<file path="src/rtl/mem_initiator.sv">
// rtl/mem_initiator.sv - fill/check bus initiator for the single-port valid/ready memory
//
// Writes data(a) = seed + a to every address, reads every address back and
// counts mismatches. Reports error count, first failing address and timeout.
//
// Ports:
//   clk, rst            clock, synchronous active-high reset
//   start_i             begin a sequence (sampled only when idle)
//   mode_i              00 none, 01 write, 10 read-check, 11 write then read-check
//   seed_i              pattern seed
//   valid_o, wr_rd_o    request strobe and direction (1 = write)
//   addr_o, wr_data_o   request address and write data
//   rd_data_i, ready_i  read data and completion from memory
//   busy_o, done_o      sequence running / one-cycle completion pulse
//   err_o, err_cnt_o    mismatch flag and count
//   first_err_addr_o    address of the first mismatch
//   timeout_o           sequence aborted waiting for ready_i
module mem_initiator #(
  parameter int WIDTH      = 16,
  parameter int DEPTH      = 64,
  parameter int ADDR_WIDTH = $clog2(DEPTH),
  parameter int TIMEOUT    = 16
) (
  input  logic                  clk,
  input  logic                  rst,
  input  logic                  start_i,
  input  logic [1:0]            mode_i,
  input  logic [WIDTH-1:0]      seed_i,
  output logic                  valid_o,
  output logic                  wr_rd_o,
  output logic [ADDR_WIDTH-1:0] addr_o,
  output logic [WIDTH-1:0]      wr_data_o,
  input  logic [WIDTH-1:0]      rd_data_i,
  input  logic                  ready_i,
  output logic                  busy_o,
  output logic                  done_o,
  output logic                  err_o,
  output logic [ADDR_WIDTH:0]   err_cnt_o,
  output logic [ADDR_WIDTH-1:0] first_err_addr_o,
  output logic                  timeout_o
);

  localparam int TW = $clog2(TIMEOUT + 1);
  localparam logic [ADDR_WIDTH-1:0] LAST_ADDR = ADDR_WIDTH'(DEPTH - 1);

  typedef enum logic [2:0] {
    IDLE,
    WR_REQ,
    WR_WAIT,
    RD_REQ,
    RD_WAIT,
    DONE
  } state_t;

  state_t                state_q, state_d;
  logic [ADDR_WIDTH-1:0] addr_q, addr_d;
  logic [WIDTH-1:0]      seed_q, seed_d;
  logic [1:0]            mode_q, mode_d;
  logic [TW-1:0]         wait_q, wait_d;
  logic [ADDR_WIDTH:0]   err_cnt_d;
  logic [ADDR_WIDTH-1:0] first_err_d;
  logic                  timeout_d;

  function automatic logic [WIDTH-1:0] pattern(input logic [WIDTH-1:0] s,
                                               input logic [ADDR_WIDTH-1:0] a);
    return s + WIDTH'(a);
  endfunction

  always_comb begin
    state_d     = state_q;
    addr_d      = addr_q;
    seed_d      = seed_q;
    mode_d      = mode_q;
    wait_d      = wait_q;
    err_cnt_d   = err_cnt_o;
    first_err_d = first_err_addr_o;
    timeout_d   = timeout_o;

    case (state_q)
      IDLE: begin
        if (start_i) begin
          seed_d      = seed_i;
          mode_d      = mode_i;
          addr_d      = '0;
          err_cnt_d   = '0;
          first_err_d = '0;
          timeout_d   = 1'b0;
          case (mode_i)
            2'b01, 2'b11: state_d = WR_REQ;
            2'b10:        state_d = RD_REQ;
            default:      state_d = DONE;
          endcase
        end
      end

      WR_REQ: begin
        state_d = WR_WAIT;
        wait_d  = '0;
      end

      WR_WAIT: begin
        if (ready_i) begin
          if (addr_q == LAST_ADDR) begin
            addr_d  = '0;
            state_d = (mode_q == 2'b11) ? RD_REQ : DONE;
          end else begin
            addr_d  = addr_q + ADDR_WIDTH'(1);
            state_d = WR_REQ;
          end
        end else if (wait_q == TW'(TIMEOUT - 1)) begin
          timeout_d = 1'b1;
          state_d   = DONE;
        end else begin
          wait_d = wait_q + TW'(1);
        end
      end

      RD_REQ: begin
        state_d = RD_WAIT;
        wait_d  = '0;
      end

      RD_WAIT: begin
        if (ready_i) begin
          if (rd_data_i != pattern(seed_q, addr_q)) begin
            err_cnt_d = err_cnt_o + (ADDR_WIDTH+1)'(1);
            if (err_cnt_o == '0) first_err_d = addr_q;
          end
          if (addr_q == LAST_ADDR) begin
            state_d = DONE;
          end else begin
            addr_d  = addr_q + ADDR_WIDTH'(1);
            state_d = RD_REQ;
          end
        end else if (wait_q == TW'(TIMEOUT - 1)) begin
          timeout_d = 1'b1;
          state_d   = DONE;
        end else begin
          wait_d = wait_q + TW'(1);
        end
      end

      DONE:    state_d = IDLE;
      default: state_d = IDLE;
    endcase
  end

  // Bus outputs are registered from the next state so they line up with it.
  always_ff @(posedge clk) begin
    if (rst) begin
      state_q          <= IDLE;
      addr_q           <= '0;
      seed_q           <= '0;
      mode_q           <= '0;
      wait_q           <= '0;
      err_cnt_o        <= '0;
      first_err_addr_o <= '0;
      timeout_o        <= 1'b0;
      err_o            <= 1'b0;
      valid_o          <= 1'b0;
      wr_rd_o          <= 1'b0;
      addr_o           <= '0;
      wr_data_o        <= '0;
      busy_o           <= 1'b0;
      done_o           <= 1'b0;
    end else begin
      state_q          <= state_d;
      addr_q           <= addr_d;
      seed_q           <= seed_d;
      mode_q           <= mode_d;
      wait_q           <= wait_d;
      err_cnt_o        <= err_cnt_d;
      first_err_addr_o <= first_err_d;
      timeout_o        <= timeout_d;
      err_o            <= (err_cnt_d != '0);
      valid_o          <= (state_d == WR_REQ) || (state_d == RD_REQ);
      wr_rd_o          <= (state_d == WR_REQ);
      addr_o           <= addr_d;
      wr_data_o        <= (state_d == WR_REQ) ? pattern(seed_d, addr_d) : '0;
      busy_o           <= (state_d != IDLE);
      done_o           <= (state_d == DONE);
    end
  end

endmodule

</file>
<file path="config.mk">
export PLATFORM = sky130hd
export DESIGN_NAME = mem_initiator
export DESIGN_NICKNAME = d
export VERILOG_FILES = /design/src/rtl/mem_initiator.sv
export SDC_FILE = /design/constraint.sdc
export NUM_CORES = 1
export LEC_CHECK = 0
export CAP_MARGIN = 20
export CELL_PAD_IN_SITES_DETAIL_PLACEMENT = 1
export CELL_PAD_IN_SITES_GLOBAL_PLACEMENT = 1
export CORE_ASPECT_RATIO = 1.5
export CORE_UTILIZATION = 38
export DETAILED_ROUTE_END_ITERATION = 8
export GPL_ROUTABILITY_DRIVEN = 0
export PLACE_DENSITY_LB_ADDON = 0.1
export SLEW_MARGIN = 25
export SYNTH_ARGS = -nofsm -noshare
export SYNTH_HDL_FRONTEND = slang
export SYNTH_SLANG_ARGS = --single-unit
</file>
<file path="constraint.sdc">
create_clock -name clk -period 5.4 [get_ports clk]
set_clock_uncertainty 0.15 [all_clocks]
set_input_delay 1.08 -clock clk [delete_from_list [all_inputs] [get_ports clk]]
set_output_delay 1.08 -clock clk [all_outputs]
set_load 0.03 [all_outputs]
</file>
# Word level (Yosys, flattened, before mapping)
# Cells that the tools add are included.
# totals
register_bits,67
in_bits,38
output_inout_bits,41
elab_cells,90
# classes
add_sub_neg,5
n_eq_ne,21
muxes,33
bitwise_logic,1
reduce_logical,16
# ops
op,count
$mux 6,9
$add 16x6->16,2
$mux 16,2
$mux 3,7
$mux 7,3
$pmux 6 s3,1
$ne 16x16->1,1
$pmux 3 s5,1
$pmux 7 s2,1
$ne 2x2->1 const B,6
$pmux 6 s2,1
$mux 5,2
$pmux 5 s2,1
$eq 3x2->1 const B,3
$reduce_or 2->1,4
$add 7x1->7 const B,1
$logic_not 7->1,1
$reduce_bool 7->1,1
$add 6x1->6 const B,1
$eq 2x2->1 const B,3
$eq 3x1->1 const B,2
$eq 3x3->1 const B,2
$eq 6x6->1 const B,1
$pmux 3 s2,1
other kinds (15),19

# Logic depth before layout (Yosys ltp)
# Gate-level depths: netlist of run 1.
# depth
ltp_word,8
mapped_depth,20
ltp_nobuf,20

# Worst setup path after synthesis of run 1
# Ideal clock, no wire load.
# synth_timing
path_type,input -> register
from,input port start_i
to,register wr_data_o[13]
setup_ps,128
t_arrival_ps,3916
required_time_ps,5122
setup_slack_ps,1207
path_stages,14
n_path_buf,1
cell_sequence,nor4b_4 > clkbuf_1 > mux2i_1 > inv_1 > ha_1 > a21o_1 > a21oi_1 > o21bai_1 > a21o_1 > a21oi_1 > or3_1 > nor3_1 > xor2_1 > nor2_1
# synth_via
elab_cells_between_ends,10
cone_classes,add/sub (1); eq/ne (1); mux (6); bitwise (1); reduce/logical (1)
# synth_rtl
item,line,source
"start, declared",26,"input logic start_i,"
$mux 16,81,if (start_i) begin
$mux 16,79,case (state_q)
net seed_d[1],57,"logic [WIDTH-1:0] seed_q, seed_d;"
$add 16x6->16,66,return s + WIDTH'(a);
"end signal, assigned",179,"wr_data_o <= (state_d == WR_REQ) ? pattern(seed_d, addr_d) : '0;"
"end, declared",32,"output logic [WIDTH-1:0] wr_data_o,"
# The timed path passes the listed nets, and every way through them passes these cells.
# A chain may end at the register's enable or synchronous reset.

# Worst setup path in the final report of run 1
# layout_timing
from,register addr_q[0]
to,register wr_data_o[9]
# layout_via
elab_cells_between_ends,17
cone_classes,add/sub (2); eq/ne (2); mux (11); bitwise (1); reduce/logical (1)
# layout_rtl
item,line,source
"start, declared",56,"logic [ADDR_WIDTH-1:0] addr_q, addr_d;"
"start signal, assigned",168,addr_q <= addr_d;
$add 6x1->6 / $eq 6x6->1 (equally long branches),--,
"$mux 6, on equally long branches","129, 103",
"$mux 6, on equally long branches","124, 102",
$pmux 6 s3 *,79,
net addr_d[1],56,
$add 16x6->16 *,66,
# The timed path passes the listed nets; every way through them passes the cells marked *.

==> results of run 1 <==
-- power groups by stage --
stage / sequential, mW / combinational (mW) / clock (mW)
6_report: 0.551 / 0.289 / 0.605
5_1_grt: 0.554 / 0.318 / 0.643
4_1_cts: 0.551 / 0.293 / 0.617
3_5_place_dp: 0.562 / 0.290 / 0
3_3_place_gp: 0.561 / 0.286 / 0
2_1_floorplan: 0.567 / 0.172 / 0
-- layout make-up --
class                      instances  area, um2
sequential                        67       1340
timing repair buffer              83        818
inverter                          20       75.1
tap                              141        176
multi-input combinational        380       2480
clock buffer                       9        225
clock inverter                     7       81.3
fill                            1228       4990
-- final timing paths --
path	slack [ps]	to	cells past startpoint
setup / recovery	920	wr_data_o[9]$_SDFF_PP0_	18
hold / removal	330	first_err_addr_o[3]$_SDFFE_PP0P_	2
setup reg to reg	920	wr_data_o[9]$_SDFF_PP0_	18
hold reg to reg	330	first_err_addr_o[3]$_SDFFE_PP0P_	2
-- flip-flops by register name, indices dropped and copies added, names as in the netlist --
name	cells
addr_q	6
wait_q	5
valid_o	1
state_q	3
first_err_addr_o	6
mode_q	2
busy_o	1
err_cnt_o	7
err_o	1
done_o	1
seed_q	16
timeout_o	1
wr_data_o	16
wr_rd_o	1
-- layout by cell type (no fill, tap or decap), types with 9 or more instances in the layout --
cell / netlist / routed
dfxtp_1: 67 / 67
clkbuf_16: 0 / 9
xor2_1: 19 / 19
ha_1: 18 / 18
nor2_1: 59 / 59
inv_1: 20 / 20
a21o_1: 9 / 9
o21ai_0: 17 / 17
nor2b_1: 12 / 12
nor3_1: 14 / 14
nand3_1: 24 / 24
mux2i_1: 12 / 12
and3_1: 12 / 12
a21oi_1: 29 / 29
xnor2_1: 18 / 18
clkdlybuf4s50_1: 0 / 78
nand2_1: 47 / 47
-- metrics by stage --
stage | setup slack, ps | power, mW | hold WS, ps | utilization | cells
finish | 921 | 1.44 | 333 | 0.510 | 707
global route | 474 | 1.52 | 359 | 0.510 | 707
CTS | 874 | 1.46 | 335 | 0.510 | 707
detailed placement | 615 | 0.852 | 327 | 0.480 | 691
global placement | 719 | 0.847 | 317 | 0.480 | 691
floorplan | 1210 | 0.740 | 299 | - | 488
-- routing by layer --
layer  share of wire  vias up  global-route usage
met5               0        -                   0
met4           0.042        0               0.127
met3           0.026       28              0.0394
met2            0.56       74               0.465
met1            0.38     1876               0.228
li1                -     1878                   -
-- cell families (layout without fill, tap and decap cells) --
family | after synthesis | count (layout) | synth area share
muxes | 13 | 13 | 0.0339
and+or+nand+nor | 207 | 207 | 0.260
DFF | 67 | 67 | 0.336
xor gates and xnor gates | 37 | 37 | 0.0812
adders and majority gates | 20 | 20 | 0.0665
AOI/OAI and AO/OA | 103 | 103 | 0.182
buffers and inverters | 41 | 119 | 0.0408
-- cells in the mapped netlist, types with 5 or more instances --
library cell | count | area [um2]
o21ai_0 | 17 | 85.1
mux2i_1 | 12 | 120
a21o_1 | 9 | 67.6
nand2_1 | 47 | 176
ha_1 | 18 | 225
nand3_1 | 24 | 120
and3_1 | 12 | 75.1
clkbuf_1 | 19 | 71.3
xnor2_1 | 18 | 158
nor2b_1 | 12 | 75.1
nor3_1 | 14 | 70.1
dfxtp_1 | 67 | 1340
a41oi_1 | 5 | 43.8
nand4_1 | 5 | 31.3
inv_1 | 20 | 75.1
xor2_1 | 19 | 166
a21oi_1 | 29 | 145
nor2_1 | 59 | 221
or3_1 | 6 | 37.5
-- tightest hold or removal path, stage by stage, from the launching register on --
cell and delay, ps:
dfxtp_1 310, o311ai_1 70, a21oi_1 60
==> metrics.txt, run 1 <==
Critical path buffers and inverters=2; root buffer cell=clkbuf_16; clk sinks=67; clock insertion delay at the later pin of the skew report=330 ps; Cell Area, Placed=0.00490 mm2; vias per cell=5.45; cell area after layout=between 0.005 and 0.006 mm2; routed len/inst=17.2 um; Startpoint Class=register; TritonCTS clock tree=built; layout cell share with drive strength beyond 1=0.0654; Syn. warnings=0; Hold Vio Cnt, Final=0; Setup Buffers After CTS=0; first-pass GRT wire length=20.0 mm; Ports=79; CTS Buf Count=9; Netlist cell types=62; placed wire-length estimate=9.40 mm; total grt overflow=0; Layout area overhead=30.4%; htree depth=3; switching power total=0.441 mW; Via Count=3,856; Synthesized Nets=between 500 and 600; Starting Density=0.391; switching portion of total power=0.305; R2R Path Start=addr_q[0]$_SDFF_PP0_; GRT Overall Usage=0.236; fin crit share=0.829; Post-Syn Area=0.00399 mm2; crit path cell chain=ha_1 > and3_1 > nor2b_1 > inv_1 > and2_1 > and3_1 > o22ai_1 > inv_1 > ha_1 > a21o_1 > a21oi_1 > o21bai_1 > a21o_1 > a21oi_1 > or3_1 > nor2_1 > xnor2_1 > a211oi_1; Peak supply drop=approximately 200 uV; outcome=finished, final reports clean; critical path class=register to register; Die ar.=0.0109 mm2; PortBufs=a little under 80; Pre-Repair DR Iteration Count=4; cell row count=45; P_int=1.00 mW; most common flop cell mapped by yosys=dfxtp_1; Crit. Startpoint=addr_q[0]$_SDFF_PP0_; final setup vio count=0; Clk pin slew, worst setup/hold paths=60 ps; vias in the first global route=4,089; sequential area share after synthesis=0.336; pin count of the biggest net entering global routing=48; routed wire length=between 10 and 15 mm; maximum clock rate=approximately 220 MHz; number of synthesized flops with an enable pin=0; Avg Inst Size Synth=8.17 um2; Final ANT Viol Nets=0; Min-Delay Startpoint=first_err_addr_o[3]$_SDFFE_PP0P_; CTS max path bufs=2; Setup TNS Final=0 ps; nets@finish=619; # DRC=0; part of the power in combinational logic=0.200; P_leak=a little over 2 nW; hold buffers post-CTS=0; PwrDens=278 mW/mm2; Max Cap Viol=0; Clk pwr share=0.418; Die Wd=85.7 um; Hold Crit Class=register to register; slowest cell delay on critical path=around 490 ps; initial antenna violation count=0; Min Clock Period, post-route=4480 ps; Slew headroom=0.500; Final Max Tran Viols=0; slowest CP cell=dfxtp_1; PostCTS Resize Cnt=0; Worst EP required=between 5000 and 6000 ps; n_diodes=0; Crit path max-delay family=compound AO/OA/AOI/OAI gates; #FFs+latches synth=67; synthesized instance count=a little under 500; core area=0.0102 mm2; critical path arrival=4570 ps; Critical Path End Type=register; CP Max Fanout=7; FFs w/ async S/R, synth=0; Flop pwr share=0.381; unrepaired setup endpoints after global routing=false; DRT iter0 DRCs=between 100 and 150; Die Ht=between 100 and 150 um; Tightest Pin Transition=751 ps
(Power assumes the default switching activity.)
==> inputs of run 2 (changes only) <==
--- a/config.mk
+++ b/config.mk
@@ -9,7 +9,7 @@
 export CELL_PAD_IN_SITES_DETAIL_PLACEMENT = 1
 export CELL_PAD_IN_SITES_GLOBAL_PLACEMENT = 1
 export CORE_ASPECT_RATIO = 1.5
-export CORE_UTILIZATION = 38
+export CORE_UTILIZATION = 35
 export DETAILED_ROUTE_END_ITERATION = 8
 export GPL_ROUTABILITY_DRIVEN = 0
 export PLACE_DENSITY_LB_ADDON = 0.1
==> constraint.sdc (replaced) <==
create_clock -name clk -period 3.95 [get_ports clk]
set_clock_uncertainty 0.15 [all_clocks]
set_input_delay 0.79 -clock clk [delete_from_list [all_inputs] [get_ports clk]]
set_output_delay 0.79 -clock clk [all_outputs]
set_load 0.03 [all_outputs]
==> run 2 against run 1 <==
  * Total power rose by 45%
  * Worst hold slack improved by 5.8 ps
  * Wire length rose by 6.2%
  * Largest cell class unchanged
  * Largest power group unchanged
  * Highest routed layer unchanged
  * Cell count rose by 5.7%
  * Via count rose by 4.7%
==> metrics.txt, run 2 (synthesis results as in run 1) <==
r2r worst-path depth=13; sequential cell area=0.00134 mm2; total grt overflow=0; most frequent cells in the layout=clkdlybuf4s50_1 (77), dfxtp_1 (65), nor2_1 (59); pin count of the biggest net entering global routing=47; Via Count=4,037; Clk pwr share=0.427; Critical Path End Type=register; CTS max path bufs=2; clock insertion delay at the later pin of the skew report=330 ps; n_diodes=0; multi-input logic area=around 0.0025 mm2; Starting Density=0.361; final-layout fill cell count=1,376; CP Max Fanout=19; DR WL met3=370 um; initial antenna violation count=0; Min Clock Period, post-route=3840 ps; met2 WL=approximately 7.4 mm; Clk pin slew, worst setup/hold paths=60 ps; Die Wd=89.2 um; Slew headroom=0.569; Final Non-Filler Cells=between 700 and 800; outcome=finished, final reports clean; Largest regs=seed_q: 16 flops, wr_data_o: 16 flops, err_cnt_o: 7 flops; Final Power=2.09 mW; switching portion of total power=0.291; core area=between 0.01 and 0.015 mm2; part of the power in combinational logic=0.214; Startpoint Class=register; dpl cells=730; Final ANT Viol Nets=0; GRT Overall Usage=0.231; PwrDens=377 mW/mm2; placed wire-length estimate=slightly above 10 mm; Hold Vio Cnt, Final=0; routed wire length=12.9 mm; htree depth=3; Worst Hold Depth=2; first-pass GRT wire length=approximately 21 mm; Hold Crit Class=register to register; final core utilization=0.502; WL met1=around 4.6 mm; commonest non-fill, non-tap cell in the layout=clkdlybuf4s50_1; vias per cell=5.40; cell row count=47; nets@finish=653; TritonCTS clock tree=built; Max Cap Viol=0; Pre-Repair DR Iteration Count=4; fin crit share=0.971; Tightest Pin Transition=approximately 650 ps; Ports=79; vias in the first global route=4,392; P_int=1.49 mW; critical path class=register to register; Die ar.=0.0118 mm2; root buffer cell=clkbuf_16; Flop pwr share=0.359; final setup vio count=0; layout cell share with drive strength beyond 1=0.135; CTS Buf Count=9; Die Ht=133 um; hold buffers post-CTS=0; Layout area overhead=39.1%; maximum clock rate=261 MHz; unrepaired setup endpoints after global routing=false; routed len/inst=17.3 um; clk sinks=67; P_leak=roughly 2.2 nW; Worst EP required=around 4000 ps; Final Max Tran Viols=0; switching power total=0.609 mW; Top Layer Used=met4; PortBufs=78; critical path arrival=3880 ps; Peak supply drop=221 uV; # DRC=0; DRT iter0 DRCs=104
-- run 2: timing repair --
action | 4_1_cts | 5_1_grt
resized for setup | 0 | 11
buffers inserted | 0 | 1
endpoints found under the setup margin | 0 | 11
-- run 2: cell type report --
class / count / area share
clock buffer: 10 / 0.0431
clock inverter: 6 / 0.0171
inverter: 20 / 0.0135
multi-input combinational: 380 / 0.455
sequential: 67 / 0.242
tap: 147 / 0.0331
timing repair buffer: 117 / 0.196
-- run 2: worst max-delay path, cell delays in order, from the launching register on --
cell,delay (ps)
dfxtp_2,350
buf_4,140
ha_1,220
fa_1,420
a21o_1,240
a211oi_4,240
nor3b_2,190
o2111ai_1,170
or4_4,520
o31ai_4,320
buf_12,200
o31ai_1,80
a32oi_1,290
a41oi_1,150
-- run 2: per-layer routing --
layer / track usage / vias up
li1: - / 1946
met1: 0.220 / 1965
met2: 0.448 / 84
met3: 0.0443 / 42
met4: 0.114 / 0
met5: 0 / -
-- run 2: path summary, 6_finish.rpt --
check / start / to / slack [ps]
max: addr_q[0]$_SDFF_PP0_ / err_o$_SDFF_PP0_ / 110
min: first_err_addr_o[2]$_SDFFE_PP0P_ / first_err_addr_o[2]$_SDFFE_PP0P_ / 340
max reg2reg: addr_q[0]$_SDFF_PP0_ / err_o$_SDFF_PP0_ / 110
min reg2reg: first_err_addr_o[2]$_SDFFE_PP0P_ / first_err_addr_o[2]$_SDFFE_PP0P_ / 340
-- run 2: power groups by stage --
stage	logic, mW	registers, mW	clock network (mW)
finish	0.448	0.753	0.894
global route	0.491	0.757	0.942
CTS	0.444	0.753	0.912
detailed placement	0.440	0.767	0
global placement	0.431	0.766	0
floorplan	0.236	0.775	0
-- run 2: stage by stage --
step / worst slack [ps] / hold WS (ps) / TNS (ps) / area (um2)
5_1_grt: 0.747 / 362 / 0 / 5550
3_5_place_dp: -210 / 335 / -1030 / 5160
6_report: 113 / 339 / 0 / 5550
2_1_floorplan: 37.4 / 299 / 0 / 3990
4_1_cts: 44.0 / 341 / 0 / 5500
3_3_place_gp: -151 / 321 / -350 / 5160
==> inputs of run 3 (changes only) <==
--- a/config.mk
+++ b/config.mk
@@ -11,7 +11,6 @@
 export CORE_ASPECT_RATIO = 1.5
 export CORE_UTILIZATION = 35
 export DETAILED_ROUTE_END_ITERATION = 8
-export GPL_ROUTABILITY_DRIVEN = 0
 export PLACE_DENSITY_LB_ADDON = 0.1
 export SLEW_MARGIN = 25
 export SYNTH_ARGS = -nofsm -noshare
==> results of run 3 <==
No change in the layout: final DEF, timing and power equal those of run 2.
